### src/rtl/simon_support_unit.sv
// Simon support datapath: button debouncer, event counter
// and game-win animation sequencer.
module simon_support_unit #(
    parameter int SYNC_STAGES     = 2,
    parameter int DEBOUNCE_CYCLES = 16,
    parameter int CNT_WIDTH       = 5,
    parameter int ANIM_STEPS      = 8
) (
    input  logic                 clk,
    input  logic                 reset,
    input  logic [3:0]           btn_raw,
    output logic [3:0]           btn_vec,
    output logic                 btn_any,
    input  logic                 cnt_inc,
    input  logic                 cnt_clr,
    output logic [CNT_WIDTH-1:0] cnt_val,
    input  logic                 anim_clr,
    input  logic                 anim_next,
    output logic [3:0]           anim_light,
    output logic [3:0]           anim_sound1,
    output logic [3:0]           anim_sound2,
    output logic                 anim_done
);

    localparam int DCW = $clog2(DEBOUNCE_CYCLES + 1);

    localparam logic [3:0] T1 = 4'b0000;
    localparam logic [3:0] T2 = 4'b0001;
    localparam logic [3:0] T3 = 4'b0010;
    localparam logic [3:0] T4 = 4'b0100;

    localparam logic [2:0] LAST = 3'(ANIM_STEPS - 1);

    logic [SYNC_STAGES-1:0][3:0] sync_q;
    logic [3:0]                  s_q;
    logic [3:0]                  s_nxt;
    logic                        stable;
    logic [DCW-1:0]              dc_q;

    logic       started_q;
    logic [2:0] idx_q;
    logic [3:0] tbl_light;
    logic [3:0] tbl_s1;
    logic [3:0] tbl_s2;

    // s_nxt is the value s takes at this edge; a run
    // counts only while it matches s and differs from
    // the committed vector.
    assign s_q    = sync_q[SYNC_STAGES-1];
    assign s_nxt  = sync_q[SYNC_STAGES-2];
    assign stable = (s_nxt == s_q) && (s_nxt != btn_vec);

    assign btn_any = |btn_vec;

    // Synchronizer chain for the raw buttons.
    always_ff @(posedge clk or posedge reset) begin
        if (reset) begin
            sync_q <= '0;
        end else begin
            sync_q <= {sync_q[SYNC_STAGES-2:0], btn_raw};
        end
    end

    // Commit s to btn_vec after a full stable run.
    always_ff @(posedge clk or posedge reset) begin
        if (reset) begin
            dc_q    <= '0;
            btn_vec <= '0;
        end else if (!stable) begin
            dc_q <= '0;
        end else if (dc_q == DCW'(DEBOUNCE_CYCLES - 1)) begin
            dc_q    <= '0;
            btn_vec <= s_nxt;
        end else begin
            dc_q <= dc_q + 1'b1;
        end
    end

    // Event counter; clear wins over increment.
    always_ff @(posedge clk or posedge reset) begin
        if (reset) begin
            cnt_val <= '0;
        end else begin
            priority case (1'b1)
                cnt_clr: cnt_val <= '0;
                cnt_inc: cnt_val <= cnt_val + 1'b1;
                default: cnt_val <= cnt_val;
            endcase
        end
    end

    // Animation position; clear wins over next.
    always_ff @(posedge clk or posedge reset) begin
        if (reset) begin
            started_q <= 1'b0;
            idx_q     <= '0;
        end else begin
            priority case (1'b1)
                anim_clr: begin
                    started_q <= 1'b0;
                    idx_q     <= '0;
                end
                anim_next: begin
                    if (!started_q) begin
                        started_q <= 1'b1;
                        idx_q     <= '0;
                    end else if (idx_q != LAST) begin
                        idx_q <= idx_q + 1'b1;
                    end
                end
                default: ;
            endcase
        end
    end

    // Step table lookup.
    always_comb begin
        tbl_light = 4'b0000;
        tbl_s1    = T1;
        tbl_s2    = T1;
        unique case (idx_q)
            3'd0: begin tbl_light = 4'b0001; tbl_s1 = T1; tbl_s2 = T3; end
            3'd1: begin tbl_light = 4'b0010; tbl_s1 = T2; tbl_s2 = T4; end
            3'd2: begin tbl_light = 4'b0100; tbl_s1 = T3; tbl_s2 = T1; end
            3'd3: begin tbl_light = 4'b1000; tbl_s1 = T4; tbl_s2 = T2; end
            3'd4: begin tbl_light = 4'b0011; tbl_s1 = T1; tbl_s2 = T2; end
            3'd5: begin tbl_light = 4'b1100; tbl_s1 = T3; tbl_s2 = T4; end
            3'd6: begin tbl_light = 4'b0101; tbl_s1 = T2; tbl_s2 = T3; end
            3'd7: begin tbl_light = 4'b1111; tbl_s1 = T4; tbl_s2 = T4; end
            default: ;
        endcase
    end

    // Register the animation outputs one cycle behind idx.
    always_ff @(posedge clk or posedge reset) begin
        if (reset) begin
            anim_light  <= '0;
            anim_sound1 <= '0;
            anim_sound2 <= '0;
            anim_done   <= 1'b0;
        end else begin
            anim_light  <= started_q ? tbl_light : 4'b0000;
            anim_sound1 <= started_q ? tbl_s1 : T1;
            anim_sound2 <= started_q ? tbl_s2 : T1;
            anim_done   <= started_q && (idx_q == LAST);
        end
    end

endmodule

### config.mk
export PLATFORM = sky130hd
export DESIGN_NAME = simon_support_unit
export DESIGN_NICKNAME = d
export VERILOG_FILES = /design/src/rtl/simon_support_unit.sv
export SDC_FILE = /design/constraint.sdc
export NUM_CORES = 1
export LEC_CHECK = 0
export CAP_MARGIN = 20
export CORE_MARGIN = 4
export CORE_UTILIZATION = 65
export DETAILED_ROUTE_END_ITERATION = 10
export DONT_BUFFER_PORTS = 1
export PLACE_DENSITY = 0.81
export SLEW_MARGIN = 5
export SYNTH_ARGS = -nofsm -noshare
export SYNTH_HDL_FRONTEND = slang
export SYNTH_SLANG_ARGS = --single-unit
export TNS_END_PERCENT = 10
### constraint.sdc
create_clock -name clk -period 3.2 [get_ports clk]
set_input_delay 0.64 -clock clk [delete_from_list [all_inputs] [get_ports clk]]
set_output_delay 0.64 -clock clk [all_outputs]
set_load 0.03 [all_outputs]
==> results of run 1 <==
-- cells in the mapped netlist --
cell type / count
and2_1: 1
dfrtp_1: 37
xnor2_1: 6
nor3_1: 2
nand4_1: 3
mux2_1: 4
inv_1: 5
mux2i_1: 3
nor2b_1: 1
a211oi_1: 1
nor2_1: 19
nand2b_1: 1
a21oi_1: 7
ha_1: 8
o22a_1: 2
nand3_1: 2
nor3b_1: 1
clkbuf_1: 2
conb_1: 1
nand2_1: 9
a22oi_1: 1
inv_2: 1
a32oi_1: 1
or2_1: 1
xor2_1: 8
nor4_4: 2
or4_1: 1
buf_4: 2
-- sequential cells by signal, indices dropped and copies added, names as in the netlist --
| signal | flops |
|---|---|
| s_nxt | 4 |
| anim_sound1 | 3 |
| idx_q | 3 |
| started_q | 1 |
| btn_vec | 4 |
| s_q | 4 |
| anim_done | 1 |
| anim_light | 4 |
| anim_sound2 | 3 |
| dc_q | 5 |
| cnt_val | 5 |
-- cell families after synthesis --
logic type      Yosys count  share of synthesized area (%)
other cells               1                         0.2381
simple gates             43                          14.38
buf+inv                  10                          2.859
xor+xnor                 14                          7.784
fa+ha+maj                 8                          6.355
mux                       7                          4.766
compound gates           12                          4.846
flops                    37                          58.78
-- power groups by stage --
stage,Clock [uW],Sequential (uW),Combinational (uW)
finish,217,504,51.8
global route,243,507,58.5
CTS,224,505,48.5
detailed placement,0,514,47.7
global placement,0,513,45.1
floorplan,0,510,40.2
-- placed cells by master, fill, tap and decap left out, drive strengths merged, types with 2 or more instances in the layout --
cell type,instances
nand2,9
buf,3
dfrtp,37
clkbuf,5
nor2,19
ha,8
o22a,2
inv,6
conb,2
xnor2,6
nand3,2
a21oi,7
nor4,2
xor2,8
nand4,3
nor3,2
mux2i,3
mux2,4
-- metrics by stage --
step	cell area, um^2	setup slack (ns)	hold slack (ns)	instances	util, %
after floorplan	1579	1.345	0.4249	133	-
after global placement	1607	1.326	0.4526	159	71.25
after detailed placement	1607	1.301	0.4646	159	71.25
after CTS	1649	0.9151	0.3071	165	73.14
after global routing	1677	0.8756	0.1491	166	74.36
final	1677	0.9313	0.1449	166	74.36
-- worst paths after layout --
check,startpoint,end,slack (ns),cells after the start
setup / recovery,btn_vec[3],btn_any,0.93,1
setup reg to reg,btn_vec[0],btn_vec[2],1.47,4
hold / removal,reset,cnt_val[2],0.14,1
max in group asynchronous,reset,anim_light[0],2.48,3
hold reg to reg,s_nxt[2],s_q[2],0.48,0
min in group clk,btn_raw[3],s_nxt[3],0.31,0
-- metal layers --
layer  wire [um]  GRT usage (%)
met5           0              0
met4          40          6.954
met3         180          8.145
met2        1483          31.32
met1        1028          21.95
-- final cells by class --
| type | instances | area, um^2 |
|---|---|---|
| clock buffers | 5 | 37.54 |
| clock inverters | 1 | 5.005 |
| fillers | 158 | 578.1 |
| inverters | 6 | 22.52 |
| multi-input cells | 86 | 608.1 |
| flip-flops and latches | 37 | 925.9 |
| well taps | 28 | 35.03 |
| repair buffers | 3 | 42.54 |
==> impl_results.md, run 1 <==
* Status: complete, no violations
* Layout Area Growth over Synthesis at 6.434%
* Area of the core at 2255 um^2
* Net Sw Frac at 25.41%
* Via-to-Cell Ratio at 5.639
* CTS sink count at 37
* Clock share of power at 28.1%
* Die ar. at 3275 um^2
* CP endpoint kind: primary output
* Clock latency on the worst-skew pair at 0.34 ns
* Initial DRC count at 32
* Mean Syn Cell Area at 11.93 um^2
* Clock Skews at 0.01049 ns
* Crit path time final at 2.269 ns
* Initial antenna violation count at 0
* Synth area leader: dfrtp_1
* Yosys cell types at 28
* Fin. Hold Viols at 0
* Switching power at 196.6 uW
* Vias post-DR at 936
* Starting density of the core at 69.87%
* # setup viols final at 0
* Kind of critical path: reg -> out
* CTS tree: yes
* Clock Tree Root: clkbuf_4
* Max cap viols at 0
* N_diodes at 0
* DP HPWL at 2028 um
* CP required at 2.56 ns
* Die Width at 57.23 um
* Critical Path Source Type: flip-flop
* Unrepaired setup endpoints after global routing: no
* Gr usage total at 18.94%
* Routed Wire Length at 2732 um
* Share of Yosys cell area claimed by the top area cell type at 58.78%
* Number of port buffers at 0
* Worst min path class: in -> async
* Design Power at 773.5 uW
* VDD IR max at 423.8 uV
* CTS Buf Count at 5
* CP cell instances: or4_1
* Clock Tree Buf Depth at 2
* Sequential-to-total area share from yosys stat at 58.78%
* Leak at 0.0008122 uW
* Post-synthesis cell area at 1575 um^2
* Htree depth at 2
* Worst Path Arrival at 1.63 ns
* Chip Height at 57.23 um
* Syn Inst Count at 132
* Period utilization at 70.90%
* CP max-delay cell: or4_1
* Largest cells by area after synthesis: dfrtp_1 (59%), ha_1 (6.4%), nor2_1 (4.5%)
* CP delay by family, top: simple AND/OR/NAND/NOR gates
* Crit-path max cell delay at 0.75 ns
* Post-CTS Hold Buffers at 0
* Largest net degree at the start of global routing at 30
* Max-slew violation count at 0
* Power Internal at 577.0 uW
* Vias in the first global route at 939
* Synth Warn # at 0
* CP max FO at 4
* First-pass GRT wire length at 4547 um
* Power per Cell Area at 461.4 nW/um^2
* Gp weighted congestion at 0.7626
* Post-CTS sizing at 0
* Seq pwr share at 65.2%
* Avg WL per Cell at 16.46 um
* DRT Pass-1 Iters at 4
* CTS clock-pin slew for the worst setup and hold paths at 0.10 ns
* Post-CTS setup repair buffer count at 0
* Overflow after GRT at 0
* Final ANT Viol Nets at 0
* DRC viols at 0
* Share of layout cells above drive strength 1 at 8.696%
* Maximum clock frequency at 0.4408 GHz
* Final nets at 157
* Post-route setup TNS at 0 ns
* I/O pins at 33
* CP Buf/Inv Count at 0
* Register bit count reported by yosys at 37
* Num rows at 17
* Logic pwr share at 6.7%
(Power assumes the default switching activity.)
==> inputs of run 2 (changes only) <==
--- a/config.mk
+++ b/config.mk
@@ -7,10 +7,10 @@
 export LEC_CHECK = 0
 export CAP_MARGIN = 20
 export CORE_MARGIN = 4
-export CORE_UTILIZATION = 65
+export CORE_UTILIZATION = 55
 export DETAILED_ROUTE_END_ITERATION = 10
 export DONT_BUFFER_PORTS = 1
-export PLACE_DENSITY = 0.81
+export PLACE_DENSITY = 0.73
 export SLEW_MARGIN = 5
 export SYNTH_ARGS = -nofsm -noshare
 export SYNTH_HDL_FRONTEND = slang
==> constraint.sdc (replaced) <==
create_clock -name clk -period 2 [get_ports clk]
set_input_delay 0.4 -clock clk [delete_from_list [all_inputs] [get_ports clk]]
set_output_delay 0.4 -clock clk [all_outputs]
set_load 0.03 [all_outputs]
==> impl_results.md, run 2 (synthesis gave the netlist of run 1 again) <==
* Unrepaired setup endpoints after global routing: no
* Fill count at 229 (+45%)
* Most common cell after layout, fill and taps aside: dfrtp_1
* Post-CTS Hold Buffers at 0 (unchanged)
* CP delay by family, top: simple AND/OR/NAND/NOR gates
* Chip Height at 61.52 um (+7.5%)
* Placed cell area at 1603 um^2 (-0.23%)
* Clock Tree Buf Depth at 2 (unchanged)
* Final setup margin at 0.07903 ns (-0.8523 ns)
* Kind of critical path: reg -> out
* Htree depth at 2 (unchanged)
* Period utilization at 96.05%
* Via-to-Cell Ratio at 5.444 (-3.5%)
* Status: complete, no violations
* Design Area, Final at 1677 um^2 (unchanged)
* Power per Cell Area at 783.2 nW/um^2 (+70%)
* N_diodes at 0 (unchanged)
* Final ANT Viol Nets at 0 (unchanged)
* Vias post-DR at 920 (-1.7%)
* Clock Skews at 0.007518 ns (-0.002970 ns)
* DRC viols at 0 (unchanged)
* Met3 GRT Util at 7.966% (-0.18 points)
* VDD IR max at 740.2 uV (+75%)
* CP endpoint kind: primary output
* Pre-CTS WS at 0.2726 ns (-1.028 ns)
* Global routing usage on met1 at 17.20% (-4.8 points)
* Post-route setup TNS at 0 ns (unchanged)
* Top Usage Layer GRT: met2
* Worst min path class: in -> async
* Fin. Hold Viols at 0 (unchanged)
* Share of layout cells above drive strength 1 at 9.420% (+0.72 points)
* Crit path time final at 1.921 ns
* Routed Wire Length at 2558 um (-6.4%)
* Critical Path Source Type: flip-flop
* CP Buf/Inv Count at 0 (unchanged)
* GRT met2 Usage at 29.15% (-2.2 points)
* Post-CTS setup repair buffer count at 0 (unchanged)
* Clock latency on the worst-skew pair at 0.34 ns (about the same)
* DRT Pass-1 Iters at 2 (-2)
* CTS clock-pin slew for the worst setup and hold paths at 0.10 ns (about the same)
* Clock Tree Root: clkbuf_4
* Post-layout util at 60.80% (-14 points)
* First-pass GRT wire length at 4402 um (-3.2%)
* Initial antenna violation count at 0 (unchanged)
* CTS sink count at 37 (unchanged)
* CP required at 1.60 ns (-0.96 ns)
* Gp weighted congestion at 0.8430 (+11%)
* Most frequent cells in the layout: dfrtp_1 (37), nor2_1 (19), nand2_1 (9)
* Leak at 0.0008077 uW (-0.56%)
* # setup viols final at 0 (unchanged)
* FF/Latch Area at 925.9 um^2 (unchanged)
* Die Width at 61.52 um (+7.5%)
* DP HPWL at 1894 um (-6.6%)
* Starting density of the core at 57.12% (-13 points)
* Regs by FF count: cnt_val (5), dc_q (5)
* I/O pins at 33 (unchanged)
* Final nets at 155 (-1.3%)
* Avg WL per Cell at 15.14 um (-8.0%)
* Post-CTS sizing at 1 (+1)
* Die ar. at 3784 um^2 (+16%)
* Num rows at 19 (+2)
* Number of port buffers at 0 (unchanged)
* Worst Path Arrival at 1.52 ns (-0.11 ns)
* Largest net degree at the start of global routing at 38 (+27%)
* Max cap viols at 0 (unchanged)
* CTS Buf Count at 5 (unchanged)
* CP max-delay cell: or4_4
* Multi-input logic area at 611.8 um^2 (+0.62%)
* Overflow after GRT at 0 (unchanged)
* Vias in the first global route at 939 (unchanged)
* Max-slew violation count at 0 (unchanged)
* Area of the core at 2758 um^2 (+22%)
* Layout Area Growth over Synthesis at 6.434% (unchanged)
* CP max FO at 4 (unchanged)
* Initial DRC count at 12 (-63%)
* CP cell instances: or4_4
* Crit-path max cell delay at 0.66 ns (-0.09 ns)
* CTS tree: yes
* Maximum clock frequency at 0.5206 GHz
* Gr usage total at 16.68% (-2.3 points)
run 2: cell types whose count changed in the layout (fill, tap and decap cells not counted), sizes merged:
cell | previous run | this run
buf | 3 | 1
clkbuf | 5 | 7
run 2: area by class of cell:
cell class                      count  area share, %
Clock buffer                        7          3.881
Inverter                            6          1.343
Clock inverter                      1         0.2985
Sequential cell                    37          55.22
Tap cell                           31          2.313
Timing Repair Buffer                1         0.4478
Multi-Input combinational cell     86          36.49
run 2: path summary, 6_finish.rpt:
check | from | endpoint | slack, ns | cells after the start
min in group clk | btn_raw[0] | s_nxt[0] | 0.08 | 0
setup / recovery | btn_vec[3] | btn_any | 0.08 | 1
setup reg to reg | btn_vec[0] | btn_vec[3] | 0.28 | 4
hold reg to reg | s_nxt[1] | s_q[1] | 0.48 | 0
hold / removal | reset | dc_q[0] | 0.04 | 2
max in group asynchronous | reset | anim_sound1[0] | 1.65 | 2
run 2: through the flow:
step / instances / hold slack (ns) / power, uW
after floorplan: 133 / 0.4249 / 880.5
after global placement: 161 / 0.4179 / 892.4
after detailed placement: 161 / 0.4259 / 896.5
after CTS: 169 / 0.04015 / 1337
after global routing: 169 / 0.03910 / 1386
final: 169 / 0.03727 / 1313
run 2: layer usage:
| layer | up-vias | share of wire [%] |
|---|---|---|
| li1 | 443 | - |
| met3 | 3 | 5.4 |
| met4 | 0 | 1.3 |
| met1 | 456 | 38 |
| met5 | - | 0 |
| met2 | 18 | 55 |
run 2: report_power, final:
group          internal [uW]  leakage (uW)  switching (uW)
Combinational           25.9      0.000275            47.3
Sequential               768      0.000492            38.1
Clock                    204     0.0000413             230
Total                    998      0.000808             315
